--- src/rtl/mmio_console.sv ---
// mmio_console: memory-mapped transmit console for a single-cycle CPU.
// Four word registers at BASE_ADDR: TXDATA, STATUS, CYCLE, CONTROL.
// Stores to TXDATA feed a circular TX FIFO drained over a valid/ready port.
// Optional free-running CYCLE counter: define MMIO_CONSOLE_CYCLE_EN.
module mmio_console #(
    parameter logic [31:0] BASE_ADDR  = 32'h0000_7F00,
    parameter int unsigned FIFO_DEPTH = 8
) (
    input  logic        clock,
    input  logic        reset,
    input  logic [31:0] dmAddress,
    input  logic        dmWriteEnabled,
    input  logic [31:0] dmWriteInput,
    output logic [31:0] dmReadResult,
    output logic        mmioHit,
    output logic        txValid,
    output logic [7:0]  txData,
    input  logic        txReady
);

    localparam int unsigned PW = (FIFO_DEPTH > 1) ? $clog2(FIFO_DEPTH) : 1;
    localparam int unsigned CW = PW + 1;
    localparam logic [CW-1:0] DEPTH_C = CW'(FIFO_DEPTH);

    typedef enum logic [1:0] {
        OFF_TXDATA  = 2'd0,
        OFF_STATUS  = 2'd1,
        OFF_CYCLE   = 2'd2,
        OFF_CONTROL = 2'd3
    } reg_off_e;

    logic [7:0]    mem_q [FIFO_DEPTH];
    logic [PW-1:0] rd_ptr_q, rd_ptr_d;
    logic [PW-1:0] wr_ptr_q, wr_ptr_d;
    logic [CW-1:0] count_q, count_d;
    logic          overflow_q, overflow_d;
    logic          drain_q, drain_d;

    reg_off_e      off;
    logic          wr_tx, wr_ctrl;
    logic          full, empty, pop, push_ok, drop;
    logic [7:0]    count8;
    logic [31:0]   cycle_val;
    logic          unused_bits;

    assign mmioHit = (dmAddress[31:4] == BASE_ADDR[31:4]);
    assign off     = reg_off_e'(dmAddress[3:2]);
    assign wr_tx   = mmioHit && dmWriteEnabled && (off == OFF_TXDATA);
    assign wr_ctrl = mmioHit && dmWriteEnabled && (off == OFF_CONTROL);

    assign full    = (count_q == DEPTH_C);
    assign empty   = (count_q == '0);
    assign txValid = !reset && !empty && drain_q;
    assign txData  = mem_q[rd_ptr_q];
    assign pop     = txValid && txReady;
    // A push into a full FIFO is only accepted when the head leaves on the same edge.
    assign push_ok = wr_tx && (!full || pop);
    assign drop    = wr_tx && full && !pop;
    assign count8  = 8'(count_q);

    assign unused_bits = ^{dmAddress[1:0], dmWriteInput[31:8]};

`ifdef MMIO_CONSOLE_CYCLE_EN
    logic        wr_cyc;
    logic [31:0] cycle_q, cycle_d;

    assign wr_cyc  = mmioHit && dmWriteEnabled && (off == OFF_CYCLE);
    assign cycle_d = wr_cyc ? dmWriteInput : cycle_q + 32'd1;

    // Cycle counter: free-running, loadable by a CYCLE store.
    always_ff @(posedge clock or posedge reset) begin
        if (reset) cycle_q <= '0;
        else       cycle_q <= cycle_d;
    end

    assign cycle_val = cycle_q;
`else
    assign cycle_val = '0;
`endif

    // Next-state logic for FIFO pointers, occupancy and control flags.
    always_comb begin
        rd_ptr_d   = rd_ptr_q;
        wr_ptr_d   = wr_ptr_q;
        count_d    = count_q;
        overflow_d = overflow_q;
        drain_d    = drain_q;

        if (pop)     rd_ptr_d = rd_ptr_q + 1'b1;
        if (push_ok) wr_ptr_d = wr_ptr_q + 1'b1;

        case ({push_ok, pop})
            2'b10:   count_d = count_q + 1'b1;
            2'b01:   count_d = count_q - 1'b1;
            default: count_d = count_q;
        endcase

        if (wr_ctrl) begin
            drain_d = dmWriteInput[0];
            if (dmWriteInput[1]) overflow_d = 1'b0;
        end
        // Dropped push is evaluated last so it wins over a same-cycle clear.
        if (drop) overflow_d = 1'b1;
    end

    // Control/state registers with asynchronous reset.
    always_ff @(posedge clock or posedge reset) begin
        if (reset) begin
            rd_ptr_q   <= '0;
            wr_ptr_q   <= '0;
            count_q    <= '0;
            overflow_q <= 1'b0;
            drain_q    <= 1'b1;
        end else begin
            rd_ptr_q   <= rd_ptr_d;
            wr_ptr_q   <= wr_ptr_d;
            count_q    <= count_d;
            overflow_q <= overflow_d;
            drain_q    <= drain_d;
        end
    end

    // FIFO storage write; contents need no reset.
    always_ff @(posedge clock) begin
        if (push_ok) mem_q[wr_ptr_q] <= dmWriteInput[7:0];
    end

    // Combinational load data for the addressed register.
    always_comb begin
        dmReadResult = '0;
        if (mmioHit) begin
            case (off)
                OFF_TXDATA:  dmReadResult = '0;
                OFF_STATUS:  dmReadResult = {16'b0, count8, 4'b0, drain_q, overflow_q, empty, full};
                OFF_CYCLE:   dmReadResult = cycle_val;
                OFF_CONTROL: dmReadResult = {31'b0, drain_q};
                default:     dmReadResult = '0;
            endcase
        end
    end

endmodule

--- config.mk ---
export PLATFORM = sky130hd
export DESIGN_NAME = mmio_console
export DESIGN_NICKNAME = d
export VERILOG_FILES = /design/src/rtl/mmio_console.sv
export SDC_FILE = /design/constraint.sdc
export NUM_CORES = 1
export LEC_CHECK = 0
export BUFFER_PORTS_ARGS = -buffer_cell sky130_fd_sc_hd__buf_2
export CORE_MARGIN = 2
export CORE_UTILIZATION = 45
export CTS_CLUSTER_SIZE = 14
export DETAILED_ROUTE_END_ITERATION = 8
export PLACE_DENSITY_LB_ADDON = 0.12
export SLEW_MARGIN = 5
export SYNTH_ARGS = -nofsm -noshare
export SYNTH_HDL_FRONTEND = slang
export SYNTH_SLANG_ARGS = --single-unit
--- constraint.sdc ---
create_clock -name clock -period 2.7 [get_ports clock]
set_clock_uncertainty 0.05 [all_clocks]
set_input_delay 0.81 -clock clock [delete_from_list [all_inputs] [get_ports clock]]
set_output_delay 0.81 -clock clock [all_outputs]
set_load 0.02 [all_outputs]
==> summary.md <==
| Metric | Value |
|---|---|
| Hold_buf cts | `0` |
| Num CTS Buffers | `9` |
| Die height | `approximately 93 um` |
| Ys async rst share | `approximately 16%` |
| PwrDens | `502 nW/um^2` |
| Crit path kind | `in2out` |
| Met3 wire length | `around 240 um` |
| Max_slew headroom | `59.9%` |
| Die W | `92.8 um` |
| Core area | `7690 sq um` |
| Syn-to-layout area delta | `32.9%` |
| Post-synth cell types | `41` |
| Ratio of cells with drive above 1 in the final layout | `54.5%` |
| Main synth FF type | `edfxtp_1` |
| Die ar. | `8620 sq um` |
| Dpl cells | `399` |
| Via count | `2095` |
| Crit-path max FO | `7` |
| CP startpoint kind | `input port` |
| Vias in the first global route | `approximately 2.2k` |
| TritonRoute pass-1 iters | `5` |
| First-pass GRT wire length | `~11 mm` |
| Synth Warn # | `0` |
| Routability Congestion | `0.726` |
| Root buffer cell | `clkbuf_8` |
| GRT Overall Usage | `17.6%` |
| Layout Nets | `387` |
| I/O pins | `110` |
| Post-synth EDFFs | `64` |
| Top cells by area in the synthesized netlist | `edfxtp_1 54%, mux4_2 10%, dfrtp_1 7.7%` |
| Initial Utilization | `approximately 46%` |
| CTS tree | `yes` |
| Hold Violations, Final | `0` |
| DP HPWL | `4.37 mm` |
| Fin cells | `421` |
| Most frequent cells after synthesis | `64 x edfxtp_1, 24 x buf_4, 16 x mux4_2` |
| Violated checks | `setup timing` |
| Final Max Slew Viols | `0` |
| Top sig layer | `met4` |
| Maximum capacitance violations | `0` |
| Largest net degree at the start of global routing | `17` |
| GRT Residual Overflow | `0` |
| Data arrival time of the critical path | `2.09 ns` |
| Power Total | `2.37 mW` |
| Outcome | `finished with violations` |
| Dominant cell type by area after synthesis | `edfxtp_1` |
| Max Root-Sink Buffers | `2` |
| Top-count cell post-synth | `edfxtp_1` |
| Fin crit share | `109%` |
| Slew @ Worst Pin | `0.601 ns` |
| Wl on met1 | `3.11 mm` |
| Antenna violations before repair | `0` |
| Fin util | `61.4%` |
| Hold Path Class | `reg2reg` |
| Iter 0 DRT Violations | `80` |
| Post-synthesis sequential area ratio | `62.6%` |
| Clock Latency Late Sink | `0.34 ns` |
| Sum of negative setup slack | `-2.45 ns` |
| Final hold slack | `approximately 0.5 ns` |
| RSZ-0062 raised after global routing | `yes` |
| Cell area after synthesis | `3550 sq um` |
| Synthesized flop and latch total | `76` |
| Number of vias per cell | `4.98` |
| Total wire length | `6.90 mm` |
| Antenna Cells | `0` |
| Row Count | `32` |
| Routed wl met2 | `~3.5 mm` |
| Cell count after synthesis | `~220` |
| Routed WL per cell | `between 15 and 20 um` |
| Port Buffers | `59` |
| Clk slew on worst S/H paths | `0.07 ns` |
| Critical Path RT | `between 1.5 and 2 ns` |
| H-tree Lvls | `3` |
| LEAKAGE | `roughly 1.8 nW` |
| Share of the synthesized area in the top cell type | `between 50% and 60%` |
| Antenna Nets Post-Route | `0` |
| Final WS setup | `-0.251 ns` |
| Final setup fails | `15` |
| Max IR drop VDD | `0.278 mV` |
| # clock sinks | `76` |
| Syn_area_per_cell | `16.3 sq um` |
| # DRC | `0` |
| Max Freq | `339 MHz` |
| Crit. End Element | `output pin` |
| Crit path time final | `a little under 3 ns` |
[critical path, stage by stage]
cell	delay, ns
buf_6	0.09
nor4b_4	0.31
nand4_4	0.16
nor4b_4	0.27
buf_4	0.19
and2_4	0.15
buf_6	0.11
[area by class of cell]
cell class / instances / area [sq um]
Multi-Input combinational cell: 127 / 1360
Inverter: 6 / 25.0
Clock buffer: 10 / 138
Clock inverter: 6 / 93.8
Fill cell: 602 / 2970
Timing Repair Buffer: 94 / 747
Tap cell: 102 / 128
Sequential cell: 76 / 2220
[worst paths after layout]
path | start | slack, ns | end | cells past startpoint
worst max-delay path | dmAddress[16] | -0.25 | dmReadResult[1] | 7
worst min-delay path | wr_ptr_q[0] | 0.52 | wr_ptr_q[0] | 1
worst max register to register | drain_q | 0.25 | count_q[2] | 11
worst min register to register | wr_ptr_q[0] | 0.52 | wr_ptr_q[0] | 1
max in group asynchronous | reset | 1.65 | rd_ptr_q[0] | 3
min in group asynchronous | reset | 0.57 | rd_ptr_q[2] | 3
[sequential cells by signal (all words and copies together) (netlist names)]
| name | cells |
|---|---|
| drain_q | 1 |
| rd_ptr_q | 3 |
| overflow_q | 1 |
| mem_q | 64 |
| wr_ptr_q | 3 |
| count_q | 4 |
[stage by stage]
stage | cell area (sq um) | worst slack [ns]
global route | 4720 | -0.331
global placement | 4220 | -0.350
CTS | 4680 | -0.262
finish | 4720 | -0.251
detailed placement | 4220 | -0.339
floorplan | 3780 | -0.206
[cell families after synthesis]
| group | synth area share [%] |
|---|---|
| DFF | 62.6 |
| and+or+nand+nor | 10.8 |
| buffers and inverters | 6.90 |
| muxes | 14.3 |
| xor gates and xnor gates | 2.22 |
| AOI/OAI and AO/OA | 1.30 |
| adders and majority gates | 1.76 |
| other | 0.106 |
[per-layer routing]
metal | vias to the layer above | GRT usage (%)
met1 | 1035 | 23.2
met2 | 56 | 29.0
met4 | 0 | 6.25
met3 | 7 | 3.42
met5 | - | 0
li1 | 997 | -
[repair_timing]
item	in CTS	in global routing
gates cloned	2	0
pin swaps	9	5
setup buffers	5	0
endpoints found under the setup margin	17	20
gates resized for setup	43	14
[layout by cell type (no fill, tap or decap), types with 3 or more instances in the layout]
cell type,n
edfxtp_1,64
buf_2,40
buf_4,30
conb_1,24
buf_6,19
mux4_2,16
clkbuf_8,10
dfrtp_1,10
nor4_2,8
and2_4,7
mux2_4,6
mux2_2,6
xor2_1,5
inv_1,4
nand3b_1,4
nor4_4,4
nand2_1,4
buf_12,4
nor4b_4,3
nor2_1,3
xnor2_1,3
o21ai_0,3
ha_1,3
[where the power goes]
group | total [mW] | switching, mW | internal (mW)
clock network | 0.988 | 0.434 | 0.554
registers | 1.27 | 0.00000000332 | 1.27
logic | 0.110 | 0.0724 | 0.0381
total | 2.37 | 0.507 | 1.86
Note: power is estimated with default switching activity, not from simulation.
